## src/rtl/dc_checkerboard.sv

```systemverilog
// dc_checkerboard: regenerates the two-pass checkerboard read stream, counts mismatches and reports a verdict.
// Optional first-error capture is built when DC_CHECKERBOARD_FIRST_ERR_EN is defined.
module dc_checkerboard #(
    parameter int WIDTH         = 8,
    parameter int LENGTH        = 512,
    parameter int INVERT_VALUES = 0,
    parameter int ERR_CNT_WIDTH = 16
) (
    input  logic                      clk_i,
    input  logic                      arst_n_i,
    input  logic                      start_i,
    input  logic [WIDTH-1:0]          rd_data_i,
    input  logic                      rd_valid_i,
    output logic                      busy_o,
    output logic                      done_o,
    output logic                      pass_o,
    output logic [ERR_CNT_WIDTH-1:0]  err_cnt_o,
    output logic [$clog2(LENGTH)-1:0] first_err_idx_o,
    output logic                      first_err_pass_o,
    output logic [WIDTH-1:0]          first_err_data_o
);
    localparam int IW = $clog2(LENGTH);

    function automatic logic [WIDTH-1:0] base_f();
        logic [WIDTH-1:0] b;
        for (int i = 0; i < WIDTH; i++) b[i] = ((i % 2) == 1) ^ (INVERT_VALUES != 0);
        return b;
    endfunction

    localparam logic [WIDTH-1:0] BASE = base_f();

    typedef enum logic [1:0] {IDLE, CHECK, FLUSH, DONE} state_t;

    state_t                   r_state;
    logic                     r_busy;
    logic                     r_done;
    logic                     r_pass;
    logic [IW-1:0]            r_word_cnt;
    logic                     r_pass_cnt;
    logic [ERR_CNT_WIDTH-1:0] r_err;
    logic                     r_cmp_valid;
    logic                     r_cmp_last;
    logic [WIDTH-1:0]         r_cmp_data;
    logic [WIDTH-1:0]         r_cmp_exp;
    logic                     w_wrap;
    logic                     w_last;
    logic                     w_mis;
    logic [WIDTH-1:0]         w_exp;
    logic [ERR_CNT_WIDTH-1:0] w_err_next;

    always_comb begin
        w_wrap     = r_word_cnt == IW'(LENGTH - 1);
        w_last     = r_pass_cnt && w_wrap;
        w_exp      = (r_word_cnt[0] ^ r_pass_cnt) ? ~BASE : BASE;
        w_mis      = r_cmp_valid && (r_cmp_data != r_cmp_exp);
        w_err_next = (w_mis && !(&r_err)) ? r_err + 1'b1 : r_err;
    end

`ifdef DC_CHECKERBOARD_FIRST_ERR_EN
    logic [IW-1:0]    r_cmp_idx;
    logic             r_cmp_pass;
    logic             r_seen;
    logic [IW-1:0]    r_fe_idx;
    logic             r_fe_pass;
    logic [WIDTH-1:0] r_fe_data;

    always_ff @(posedge clk_i or negedge arst_n_i) begin
        if (!arst_n_i) begin
            r_cmp_idx  <= '0;
            r_cmp_pass <= 1'b0;
            r_seen     <= 1'b0;
            r_fe_idx   <= '0;
            r_fe_pass  <= 1'b0;
            r_fe_data  <= '0;
        end else begin
            if (r_state == CHECK && rd_valid_i) begin
                r_cmp_idx  <= r_word_cnt;
                r_cmp_pass <= r_pass_cnt;
            end
            if ((r_state == IDLE || r_state == DONE) && start_i) begin
                r_seen    <= 1'b0;
                r_fe_idx  <= '0;
                r_fe_pass <= 1'b0;
                r_fe_data <= '0;
            end else if (w_mis && !r_seen) begin
                r_seen    <= 1'b1;
                r_fe_idx  <= r_cmp_idx;
                r_fe_pass <= r_cmp_pass;
                r_fe_data <= r_cmp_data;
            end
        end
    end

    assign first_err_idx_o  = r_fe_idx;
    assign first_err_pass_o = r_fe_pass;
    assign first_err_data_o = r_fe_data;
`else
    assign first_err_idx_o  = '0;
    assign first_err_pass_o = 1'b0;
    assign first_err_data_o = '0;
`endif

    // The compare stage retires every cycle; a new beat only enters it in CHECK.
    always_ff @(posedge clk_i or negedge arst_n_i) begin
        if (!arst_n_i) begin
            r_state     <= IDLE;
            r_busy      <= 1'b0;
            r_done      <= 1'b0;
            r_pass      <= 1'b0;
            r_word_cnt  <= '0;
            r_pass_cnt  <= 1'b0;
            r_err       <= '0;
            r_cmp_valid <= 1'b0;
            r_cmp_last  <= 1'b0;
            r_cmp_data  <= '0;
            r_cmp_exp   <= '0;
        end else begin
            r_cmp_valid <= 1'b0;
            r_err       <= w_err_next;
            case (r_state)
                IDLE, DONE: begin
                    if (start_i) begin
                        r_state    <= CHECK;
                        r_busy     <= 1'b1;
                        r_done     <= 1'b0;
                        r_pass     <= 1'b0;
                        r_word_cnt <= '0;
                        r_pass_cnt <= 1'b0;
                        r_err      <= '0;
                        r_cmp_last <= 1'b0;
                    end
                end
                CHECK: begin
                    if (rd_valid_i) begin
                        r_cmp_valid <= 1'b1;
                        r_cmp_last  <= w_last;
                        r_cmp_data  <= rd_data_i;
                        r_cmp_exp   <= w_exp;
                        r_word_cnt  <= w_wrap ? '0 : r_word_cnt + 1'b1;
                        r_pass_cnt  <= r_pass_cnt ^ w_wrap;
                        if (w_last) r_state <= FLUSH;
                    end
                end
                FLUSH: begin
                    if (r_cmp_last) begin
                        r_state <= DONE;
                        r_busy  <= 1'b0;
                        r_done  <= 1'b1;
                        r_pass  <= w_err_next == '0;
                    end
                end
                default: r_state <= IDLE;
            endcase
        end
    end

    assign busy_o    = r_busy;
    assign done_o    = r_done;
    assign pass_o    = r_pass;
    assign err_cnt_o = r_err;
endmodule

```

## config.mk

```make
export PLATFORM = sky130hd
export DESIGN_NAME = dc_checkerboard
export DESIGN_NICKNAME = d
export VERILOG_FILES = /design/src/rtl/dc_checkerboard.sv
export SDC_FILE = /design/constraint.sdc
export NUM_CORES = 1
export LEC_CHECK = 0
export BUFFER_PORTS_ARGS = -buffer_cell sky130_fd_sc_hd__buf_2
export CELL_PAD_IN_SITES_DETAIL_PLACEMENT = 2
export CELL_PAD_IN_SITES_GLOBAL_PLACEMENT = 2
export CORE_MARGIN = 4
export CORE_UTILIZATION = 34
export CTS_BUF_LIST = sky130_fd_sc_hd__clkbuf_16
export DETAILED_ROUTE_END_ITERATION = 10
export PLACE_DENSITY = 0.89
export SETUP_SLACK_MARGIN = 0.05
export SLEW_MARGIN = 25
export SYNTH_ARGS = -nofsm -noshare
export SYNTH_HDL_FRONTEND = slang
export SYNTH_SLANG_ARGS = --single-unit
```

## constraint.sdc

```tcl
create_clock -name clk_i -period 3.13 [get_ports clk_i]
set_input_delay 0.313 -clock clk_i [delete_from_list [all_inputs] [get_ports clk_i]]
set_output_delay 0.313 -clock clk_i [all_outputs]
set_load 0.02 [all_outputs]
```

==> key figures <==
Die
  • Starting density of the core: 35.7%
  • Boundary Pins: 49
  • Core ar.: 7410 µm²
  • Die ar.: 9260 µm²
  • Row cnt: 31
  • Die X: 96.2 µm
  • Die Ht: 96.2 µm

Place
  • RePlAce Congestion: 0.978
  • Cell area after placement: 2800 µm²
  • Post-DP HPWL: 5480 µm
  • Placement Setup Slack: 0.535 ns
  • # port buffers: 30

Global route
  • Initial antenna violation count: 0
  • Total congestion overflow: 0
  • First-pass GRT wire length: 12700 µm
  • Routing usage on met1: 20.9%
  • GR Util All Layers: 17.7%
  • Largest net degree at the start of global routing: 44
  • Met2 Resource Use GR: 32.4%
  • Global routing's busiest layer: met2
  • Met3 Usage GRT: 3.13%
  • Vias in the first global route: 2471

STA
  • Unrepaired setup endpoints after global routing: no
  • Setup ws final: 0.439 ns
  • Rel. slew slack: 56.0%
  • Setup_tns: 0 ns
  • Worst Skew: 0.00379 ns
  • Fmax: 0.372 GHz
  • Minimum clock period: 2.69 ns
  • Fin crit share: 86.0%
  • Final setup fails: 0
  • Hold slack final: 0.0217 ns
  • Final hold viol count: 0
  • Tightest Pin Transition: 0.660 ns
  • Max Slew Vio Count: 0

Worst setup path
  • Most used cell, CP: nand2_1
  • CP Cell Sequence: ha_1, and3_1, and2_1, nand2_1, nand2_1, or3_1, xnor2_1, o41ai_2
  • Worst-path cell with the longest stage delay: dfrtp_1
  • CP delay by family, top: simple AND/OR/NAND/NOR gates
  • Startpoint Class: flop
  • CP bufs+invs: 0
  • Setup CP Type: reg2reg
  • Worst path required time: 3.30 ns
  • R2R Path Start: err_cnt_o[0]
  • Worst path depth: 8
  • Crit path from: err_cnt_o[0]
  • CP max FO: 9
  • Worst R2R Path Depth: 8
  • CP peak stage delay: 0.46 ns
  • Crit. End Element: flop
  • Arr. time, crit path: 2.86 ns

Clock network
  • Post_cts resized: 0
  • CTS tree: yes
  • Clk slew on worst S/H paths: 0.06 ns
  • Worst-case clock buffer depth: 2
  • # hold bufs at CTS: 0
  • TritonCTS buffer count: 5
  • Root buf cell: clkbuf_16
  • Worst-skew pair later-pin latency: 0.29 ns
  • Sink Count: 43
  • Post-CTS setup buffers: 0
  • H-tree Lvls: 2

Synthesis
  • Register area share after synthesis: 40.7%
  • Mapped cell area: 2650 µm²
  • Flops & latches, synth: 43
  • Most frequent cell after synthesis: dfrtp_1
  • Leading area contributor after synthesis: dfrtp_1
  • Synth top cells by count: dfrtp_1, nand2_1, nor2_1
  • Post-synth top area share: 40.7%
  • Synth top area cells: dfrtp_1, buf_4, nand2_1
  • Top FF cell, synth: dfrtp_1
  • Cell variety after synth: 46
  • EDFF count, synth: 0
  • Syn_area_per_cell: 9.13 µm²
  • Gate Count Post-Synth: 290
  • Synth Warn #: 0
  • Asr flop ratio synth: 100%

Flow run
  • Max-Cap Viols: 0

Layout
  • Area Overhead vs Synth: 11.3%
  • Layout cell share with drive strength beyond 1: 18.0%
  • Register Area: 1080 µm²
  • Area of the multi-input gates: 1400 µm²
  • # diodes: 0
  • Final Cell Area: 2950 µm²
  • Final nets: 334
  • Fill cells: 834

Power
  • Leakage: 1.29 nW
  • Clock power frac: 25.7%
  • Power Dens Cells: 678 nW/µm²
  • Comb pwr share: 29.8%
  • Switching part of the total power: 40.2%
  • Power Internal: 1.19 mW
  • Psw: 0.803 mW
  • Flop pwr share: 44.5%
  • Worst vdd ir: 0.229 mV

Routing
  • Post-route ant nets: 0
  • Vias: 2186
  • DRT iter0 DRCs: 64
  • Drt wl/cell: 18.7 µm
  • Drt first pass iters: 4
  • DRC: 0
  • Vias per cell: 5.27
  • Final wirelength: 7740 µm

Worst hold path
  • Min-Delay Path Class: in2async

Run status
  • Outcome: completed
==> area by class of cell <==
type                    instances  share of cell area (%)
multi-input cells             222                    47.5
clock inverters                 3                   0.552
clock buffers                   5                    4.25
well taps                      99                    4.21
inverters                      12                    1.53
flip-flops and latches         43                    36.5
repair buffers                 31                    5.44
==> cell usage in the layout (no fill, tap or decap), types with 2 or more instances in the layout <==
cell / count
o22ai_1: 2
a31oi_1: 4
buf_4: 2
a22oi_1: 2
o2bb2ai_1: 3
conb_1: 18
nand2b_1: 2
and2_1: 3
nand3_1: 6
dfrtp_1: 43
nor2_1: 26
inv_1: 13
nand4_1: 11
a22o_1: 2
ha_1: 7
nor3_1: 4
nor2b_1: 5
xnor2_1: 13
or4_4: 2
or4_1: 2
clkbuf_16: 5
nand2_1: 36
buf_2: 29
a31o_2: 2
mux2_2: 9
mux2i_4: 2
o21ai_0: 19
and3_1: 8
a21oi_1: 10
and4_1: 3
a311oi_1: 2
xor2_1: 6
==> power groups by stage <==
stage / Combinational, mW / Clock, mW / Sequential [mW]
2_1_floorplan: 0.396 / 0 / 0.875
3_3_place_gp: 0.566 / 0 / 0.863
3_5_place_dp: 0.592 / 0 / 0.887
4_1_cts: 0.604 / 0.528 / 0.885
5_1_grt: 0.668 / 0.554 / 0.908
6_report: 0.595 / 0.512 / 0.889
==> through the flow <==
| step | power, mW | instances | utilization [%] |
|---|---|---|---|
| after floorplan | 1.27 | 307 | - |
| after global placement | 1.43 | 407 | 37.8 |
| after detailed placement | 1.48 | 407 | 37.8 |
| after CTS | 2.02 | 415 | 39.7 |
| after global routing | 2.13 | 415 | 39.8 |
| final | 2.00 | 415 | 39.8 |
==> worst reg2reg max path, delay by kind of cell, from the launching register on <==
kind | cells | cell delay (ns)
adders and majority gates | 1 | 0.30
xor gates and xnor gates | 1 | 0.17
and+or+nand+nor | 5 | 1.28
DFF | 1 | 0.46
AOI/OAI and AO/OA | 1 | 0.37
==> metal layers <==
metal / vias to the layer above / wire (µm)
li1: 1023 / -
met1: 1107 / 3230
met2: 44 / 4110
met3: 12 / 254
met4: 0 / 147
met5: - / 0
==> kinds of logic after synthesis <==
kind of cell	after synthesis	synth area share, %
DFF	43	40.7
xor gates and xnor gates	19	6.29
adders and majority gates	7	3.31
and+or+nand+nor	113	21.5
buffers and inverters	42	8.89
muxes	12	5.91
other	1	0.142
AOI/OAI and AO/OA	53	13.3
==> registers in the layout, indices dropped and copies added (netlist names), 2 cells and up <==
| register | flops |
|---|---|
| err_cnt_o | 16 |
| r_cmp_data | 8 |
| r_cmp_exp | 2 |
| r_state | 2 |
| r_word_cnt | 9 |
==> path summary, 6_finish.rpt <==
path,to,slack (ns)
min in group clk_i,r_cmp_data[4],0.26
worst min register to register,r_word_cnt[6],0.51
worst min-delay path,err_cnt_o[11],0.02
worst max-delay path,pass_o,0.44
max in group asynchronous,err_cnt_o[0],2.72
worst max register to register,pass_o,0.44
Note: power is estimated with default switching activity, not from simulation.
